==> src/rtl/capture_dump_controller.sv <==
// capture_dump_controller
// Runs one capture-and-dump cycle. It pulses the sampler start and waits for
// the sampler to finish. It then reads sample RAM from address 0 to LAST_ADDR
// and hands each byte to the UART transmitter.
// Optional build macro DUMP_HEADER_EN: when it is defined, the header bytes
// 8'hA5 and 8'h5A are sent ahead of the RAM contents.
// Debug: oDebugState exposes the current FSM state encoding.
//
// TX handshake: oTxStart is a one-cycle request that is issued only while
// iTxBusy is low. The transmitter answers by raising iTxBusy on the next
// cycle. oTxData stays frozen until iTxBusy falls again, and that fall marks
// the byte as consumed.
module capture_dump_controller #(
  parameter int unsigned ADDR_WIDTH = 16,
  parameter int unsigned DATA_WIDTH = 8,
  parameter logic [ADDR_WIDTH-1:0] LAST_ADDR = 16'hFFFF
) (
  input  logic                  iClock,
  input  logic                  iReset_n,
  input  logic                  iTrigger,
  output logic                  oSampleStart,
  input  logic                  iSampleFinished,
  output logic [ADDR_WIDTH-1:0] oReadAddress,
  input  logic [DATA_WIDTH-1:0] iReadData,
  output logic [DATA_WIDTH-1:0] oTxData,
  output logic                  oTxStart,
  input  logic                  iTxBusy,
  output logic                  oBusy,
  output logic                  oDone,
  output logic [3:0]            oDebugState
);

  typedef enum logic [3:0] {
    S_IDLE    = 4'd0,
    S_ARM     = 4'd1,
    S_CAPTURE = 4'd2,
    S_READ    = 4'd3,
    S_LATCH   = 4'd4,
    S_SEND    = 4'd5,
    S_WAIT_HI = 4'd6,
    S_WAIT_LO = 4'd7,
    S_FINISH  = 4'd8,
    S_HDR0    = 4'd9,
    S_HDR1    = 4'd10
  } stateT;

  stateT                 state;
  stateT                 stateNext;
  logic [ADDR_WIDTH-1:0] addrCounter;
  logic                  atLastAddr;
  logic                  dataPhase;

  assign atLastAddr = (addrCounter == LAST_ADDR);

`ifdef DUMP_HEADER_EN
  localparam logic [DATA_WIDTH-1:0] HDR_BYTE0 = DATA_WIDTH'(8'hA5);
  localparam logic [DATA_WIDTH-1:0] HDR_BYTE1 = DATA_WIDTH'(8'h5A);
  // 0: first header byte in flight, 1: second header byte, 2: RAM data
  logic [1:0] hdrPhase;
  assign dataPhase = (hdrPhase == 2'd2);
`else
  assign dataPhase = 1'b1;
`endif

  // State register; a reset drops back to IDLE at once, abandoning any transfer
  always_ff @(posedge iClock or negedge iReset_n) begin
    if (!iReset_n) begin
      state <= S_IDLE;
    end else begin
      state <= stateNext;
    end
  end

  // Next-state decode and the single-cycle strobes
  always_comb begin
    stateNext    = state;
    oSampleStart = 1'b0;
    oTxStart     = 1'b0;
    oDone        = 1'b0;
    case (state)
      S_IDLE: begin
        if (iTrigger) stateNext = S_ARM;
      end
      S_ARM: begin
        oSampleStart = 1'b1;
        stateNext    = S_CAPTURE;
      end
      S_CAPTURE: begin
        if (iSampleFinished) begin
`ifdef DUMP_HEADER_EN
          stateNext = S_HDR0;
`else
          stateNext = S_READ;
`endif
        end
      end
      S_READ:  stateNext = S_LATCH;
      S_LATCH: stateNext = S_SEND;
      S_SEND: begin
        if (!iTxBusy) begin
          oTxStart  = 1'b1;
          stateNext = S_WAIT_HI;
        end
      end
      S_WAIT_HI: begin
        if (iTxBusy) stateNext = S_WAIT_LO;
      end
      S_WAIT_LO: begin
        if (!iTxBusy) begin
`ifdef DUMP_HEADER_EN
          if (hdrPhase == 2'd0)      stateNext = S_HDR1;
          else if (hdrPhase == 2'd1) stateNext = S_READ;
          else if (atLastAddr)       stateNext = S_FINISH;
          else                       stateNext = S_READ;
`else
          stateNext = atLastAddr ? S_FINISH : S_READ;
`endif
        end
      end
      S_FINISH: begin
        oDone     = 1'b1;
        stateNext = S_IDLE;
      end
`ifdef DUMP_HEADER_EN
      S_HDR0: stateNext = S_SEND;
      S_HDR1: stateNext = S_SEND;
`endif
      default: stateNext = S_IDLE;
    endcase
  end

  // Address counter and TX data latch; the last-address test comes before the increment, so the counter never wraps
  always_ff @(posedge iClock or negedge iReset_n) begin
    if (!iReset_n) begin
      addrCounter <= '0;
      oTxData     <= '0;
`ifdef DUMP_HEADER_EN
      hdrPhase    <= 2'd0;
`endif
    end else begin
      if (state == S_CAPTURE && iSampleFinished) begin
        addrCounter <= '0;
`ifdef DUMP_HEADER_EN
        hdrPhase    <= 2'd0;
`endif
      end
      if (state == S_LATCH) oTxData <= iReadData;
      if (state == S_WAIT_LO && !iTxBusy && dataPhase && !atLastAddr) begin
        addrCounter <= addrCounter + 1'b1;
      end
`ifdef DUMP_HEADER_EN
      if (state == S_HDR0) oTxData <= HDR_BYTE0;
      if (state == S_HDR1) oTxData <= HDR_BYTE1;
      if (state == S_WAIT_LO && !iTxBusy && !dataPhase) hdrPhase <= hdrPhase + 2'd1;
`endif
    end
  end

  assign oBusy        = (state != S_IDLE);
  assign oReadAddress = addrCounter;
  assign oDebugState  = state;

endmodule

==> config.mk <==
export PLATFORM = sky130hd
export DESIGN_NAME = capture_dump_controller
export DESIGN_NICKNAME = d
export VERILOG_FILES = /design/src/rtl/capture_dump_controller.sv
export SDC_FILE = /design/constraint.sdc
export NUM_CORES = 1
export LEC_CHECK = 0
export ABC_AREA = 1
export CORE_MARGIN = 2
export CORE_UTILIZATION = 51
export DETAILED_ROUTE_END_ITERATION = 7
export GPL_ROUTABILITY_DRIVEN = 0
export GPL_TIMING_DRIVEN = 0
export PLACE_DENSITY = 0.89
export SLEW_MARGIN = 20
export SYNTH_ARGS = -nofsm -noshare
export SYNTH_HDL_FRONTEND = slang
export SYNTH_SLANG_ARGS = --single-unit
==> constraint.sdc <==
create_clock -name iClock -period 2.26 [get_ports iClock]
set_input_delay 0.226 -clock iClock [delete_from_list [all_inputs] [get_ports iClock]]
set_output_delay 0.226 -clock iClock [all_outputs]
set_load 0.02 [all_outputs]
==> summary.txt, run 1 <==
Total Power: 2120 uW
Clock-pin transition on the worst setup and hold timing paths: 150 ps
Crit share post-route: 0.920
Number of remaining DRC errors: 0
Slew Limit Fails: 0
Clk_lat worst skew: 330 ps
Most common cell after layout, fill and taps aside: nand2_1
Starting Density: 0.531
Unique masters post-synth: 25
Status: finished, final reports clean
Core Rows: 20
Largest net degree at the start of global routing: 29
Antenna violations before repair: 0
Die Y: 59.9 um
# setup viols final: 0
Peak VDD IR: 0.000466 V
Max Cap Viol: 0
Clk buf depth: 2
Fin Setup TNS: 0 ps
Worst Setup SP: oDebugState[1]
Postcts setup bufs: 0
Mapped Cells: 201
CORE AREA: 3000 sq um
Mapped Area: 1590 sq um
Synth Net Count: 215
Tmin final: 2080 ps
Hpwl dp: 2660 um
H-tree depth: 1
CTS root buffer: clkbuf_4
CP startpoint kind: flip-flop
Tightest Hold Check Type: in -> async
Syn. warnings: 0
# clock sinks: 28
Post-DR vias/cell: 5.38
Ant. Diodes: 0
Final #Nets: 265
Final core occ: 0.711
Port Buffers: 44
Die Area: 3590 sq um
WP data required: 2030 ps
Worst R2R Path Depth: 8
Total gr overflow: 0
Total Routing Usage GR: 0.217
Ports: 45
CP endpoint: oTxStart
First-pass GRT wire length: 5910 um
Detailed Route Iter0 Violations: 65
Worst Path Max Fanout: 7
RSZ-0062 raised after global routing: false
Vias post-DR: 1522
Layout overhead on the synthesized area: 34.0%
Static Leak: 0.000937 uW
Num CTS Buffers: 3
Synth Register Bits: 28
Routed Wire Length: 3670 um
Fmax: 481 MHz
Power Density: 993 nW/um^2
Number of global-route vias before repair: 1341
Most frequent cells in the layout: nand2_1 (47), clkdlybuf4s50_1 (42), nand3_1 (28), dfrtp_1 (28), nor2_1 (26)
DR WL/cell: 13.0 um
Critical Path AT: 1850 ps
Relative slew slack: 0.576
Reg-to-reg startpoint: oReadAddress[0]
Critical Path Sink Type: output port
Width of the die: 59.9 um
Worst slew pin tran: 635 ps
Mean area per synthesized cell: 7.93 sq um
Post-route ant nets: 0
Pre-CTS WS: 465 ps
Reg2reg setup slack: 480 ps
Setup Skew: 2.02 ps
Reg-to-reg endpoint: oReadAddress[11]
Share of cells above drive strength 1: 0.116
Hold slack: 425 ps
Router iterations before antenna repair: 4
Seq/Total Area, Yosys: 0.440
Worst Path Class, Setup: reg -> out
Final Hold Viols: 0
CTS tree: yes
Crit path setup slack, layout: 181 ps
-- Yosys cell counts --
master,number,area share
nor2_2,3,0.012
nor3_1,2,0.0063
buf_6,1,0.0071
ha_1,1,0.0078
nand3_1,28,0.088
nor3_2,1,0.0063
o211ai_1,1,0.0047
or2_2,2,0.0078
nand2_2,4,0.016
buf_2,3,0.0094
a31oi_1,1,0.0039
nor2_1,26,0.061
o21bai_1,2,0.0094
o21ai_1,6,0.019
inv_1,15,0.035
mux2_2,8,0.057
nor2_4,1,0.0071
a21oi_1,2,0.0063
nand4_1,4,0.016
nand2_1,47,0.11
o21ai_0,7,0.022
o21ai_4,1,0.010
xnor2_1,1,0.0055
dfrtp_1,28,0.44
xor2_1,6,0.033
-- per-stage QoR --
step                      instance area, sq um  std cells
after CTS                                 2130        283
final                                     2140        283
after global placement                    2080        278
after detailed placement                  2070        278
after global routing                      2140        283
after floorplan                           1590        201
-- critical path, cell delays in order (launching register included) --
cell and delay [ps]:
dfrtp_1 470, inv_1 130, nand2_1 100, nor3_1 190
clkdlybuf4s50_1 630
-- cells by family after synthesis --
family          count (synthesis)  share of synthesized area
compound gates                 20                     0.0754
xor+xnor                        7                     0.0385
fa+ha+maj                       1                    0.00785
buf+inv                        19                     0.0518
flops                          28                      0.440
mux                             8                     0.0565
simple gates                  118                      0.330
-- where the power goes --
group	internal (uW)	switching, uW
Sequential	637	109
Clock	179	151
Combinational	479	567
-- cell type report --
cell class                 count  area, sq um
fill                         242          867
buffer                         4         26.3
timing repair buffer          45          448
clock buffer                   3         22.5
inverter                      15         56.3
clock inverter                 1         30.0
tap                           33         41.3
sequential                    28          701
multi-input combinational    154          811
-- what timing repair did --
item / in CTS / in global routing
setup endpoints to repair: 0 / 1
hold endpoints to repair: 28 / 0
hold buffers: 1 / 0
resized for setup: 0 / 1
-- registers in the layout, summed over array words and instances, names as in the netlist --
register	count
oReadAddress	16
oTxData	8
oDebugState	4
-- metal layers --
metal	vias to the layer above	global-route usage	share of wire	wire, um
met5	-	0	0	0
met4	0	0.0603	0.0063	23
met3	3	0.0216	0.057	208
met2	55	0.354	0.45	1640
met1	705	0.307	0.49	1790
li1	759	-	-	-
-- worst min path at each step --
stage                       end  startpoint  cells after the start
2_1_floorplan    oDebugState[0]    iReset_n                      0
3_3_place_gp         oTxData[2]  oTxData[2]                      1
3_5_place_dp     oDebugState[2]    iReset_n                      1
4_1_cts              oTxData[3]    iReset_n                      2
5_1_grt              oTxData[3]    iReset_n                      2
6_report       oReadAddress[12]    iReset_n                      2
Note: power is estimated with default switching activity, not from simulation.
==> run 2: changes to the inputs <==
--- a/config.mk
+++ b/config.mk
@@ -12,7 +12,6 @@
 export GPL_ROUTABILITY_DRIVEN = 0
 export GPL_TIMING_DRIVEN = 0
 export PLACE_DENSITY = 0.89
-export SLEW_MARGIN = 20
 export SYNTH_ARGS = -nofsm -noshare
 export SYNTH_HDL_FRONTEND = slang
 export SYNTH_SLANG_ARGS = --single-unit
==> summary.txt, run 2 (synthesis gave the netlist of run 1 again) <==
Status: finished, final reports clean
Worst Path Class, Setup: reg -> out
Crit share post-route: 0.918
CP startpoint kind: flip-flop
Critical Path Sink Type: output port
Total Routing Usage GR: 0.217
Fin Setup TNS: 0 ps
Slew Limit Fails: 0
Number of global-route vias before repair: 1346
H-tree depth: 1
Die Y: 59.9 um
Final core occ: 0.711
# clock sinks: 28
Detailed Route Iter0 Violations: 61
Antenna violations before repair: 0
CP top delay family: buffers and inverters
Most frequent cells in the layout: nand2_1 (47), clkdlybuf4s50_1 (42), nand3_1 (28), dfrtp_1 (28), nor2_1 (26)
Most common cell after layout, fill and taps aside: nand2_1
CP cell instances: inv_1 > nand2_1 > nor3_1 > clkdlybuf4s50_1
CP max stage cell: clkdlybuf4s50_1
Port Buffers: 44
Total gr overflow: 0
Tmin final: 2070 ps
Final Hold Viols: 0
Critical Path AT: 1850 ps
DR WL/cell: 12.9 um
Largest register FFs: 16
Crit path buf inv count: 2
Ports: 45
Starting Density: 0.531
Setup Skew: 6.98 ps
RSZ-0062 raised after global routing: false
CTS root buffer: clkbuf_4
Clk_lat worst skew: 330 ps
Number of remaining DRC errors: 0
Post-DR vias/cell: 5.45
# setup viols final: 0
Die Area: 3590 sq um
WP data required: 2030 ps
Ant. Diodes: 0
Width of the die: 59.9 um
Postcts setup bufs: 0
Worst slew pin tran: 626 ps
Share of cells above drive strength 1: 0.116
CORE AREA: 3000 sq um
Tightest Hold Check Type: in -> async
Reg2reg setup slack: 510 ps
Worst Path Max Fanout: 7
Largest stage delay, worst path: 630 ps
Max Cap Viol: 0
Hpwl dp: 2660 um
Fmax: 482 MHz
Final #Nets: 265
Num CTS Buffers: 3
Routed Wire Length: 3650 um
Peak VDD IR: 0.000464 V
Static Leak: 0.000937 uW
Clock-pin transition on the worst setup and hold timing paths: 150 ps
First-pass GRT wire length: 5910 um
Power Density: 992 nW/um^2
Post-route ant nets: 0
Layout overhead on the synthesized area: 34.0%
Clk buf depth: 2
Router iterations before antenna repair: 4
Vias post-DR: 1541
Largest net degree at the start of global routing: 29
Core Rows: 20
Relative slew slack: 0.583
CTS tree: yes
[run 2: cell counts in the layout (fill, tap and decap cells not counted)]
No cell type changed its count.
[run 2: repair_timing]
item	in CTS	in global routing
resized for setup	0	1
hold buffers	0	1
setup endpoints to repair	0	1
hold endpoints to repair	0	28
[run 2: layout make-up]
class | instances | area [sq um]
inverters | 15 | 56.3
clock buffers | 3 | 22.5
clock inverters | 1 | 30.0
repair buffers | 45 | 448
plain buffers | 4 | 26.3
fillers | 238 | 867
flip-flops and latches | 28 | 701
multi-input cells | 154 | 811
well taps | 33 | 41.3
[run 2: per-stage QoR]
| stage | instance area (sq um) | std cells | power, uW | hold slack, ps | setup WS (ps) |
|---|---|---|---|---|---|
| after floorplan | 1590 | 201 | 1370 | -69.6 | 638 |
| after global placement | 2080 | 278 | 1790 | 485 | 470 |
| after CTS | 2130 | 282 | 2130 | 495 | 71.9 |
| after detailed placement | 2080 | 278 | 1800 | 492 | 463 |
| after global routing | 2140 | 283 | 2270 | 472 | 74.4 |
| final | 2140 | 283 | 2120 | 418 | 186 |
[run 2: path summary, 6_finish.rpt]
path                                  from                to  cells past startpoint
max in group asynchronous         iReset_n   oReadAddress[5]                      2
max                         oDebugState[1]          oTxStart                      4
min reg2reg                     oTxData[2]        oTxData[2]                      1
min                               iReset_n    oDebugState[2]                      2
min in group iClock           iReadData[2]        oTxData[2]                      2
max reg2reg                oReadAddress[0]  oReadAddress[13]                      8
[run 2: report_power, final]
part / switching [uW] / internal [uW]
clock: 149 / 179
sequential: 107 / 637
combinational: 567 / 479
total: 824 / 1300
[run 2: layer usage]
layer  part of all wire  track usage  vias to the layer above
met3              0.064       0.0281                        5
met4              0.010       0.0571                        0
li1                   -            -                      756
met2               0.45        0.360                       54
met1               0.47        0.299                      726
met5                  0            0                        -
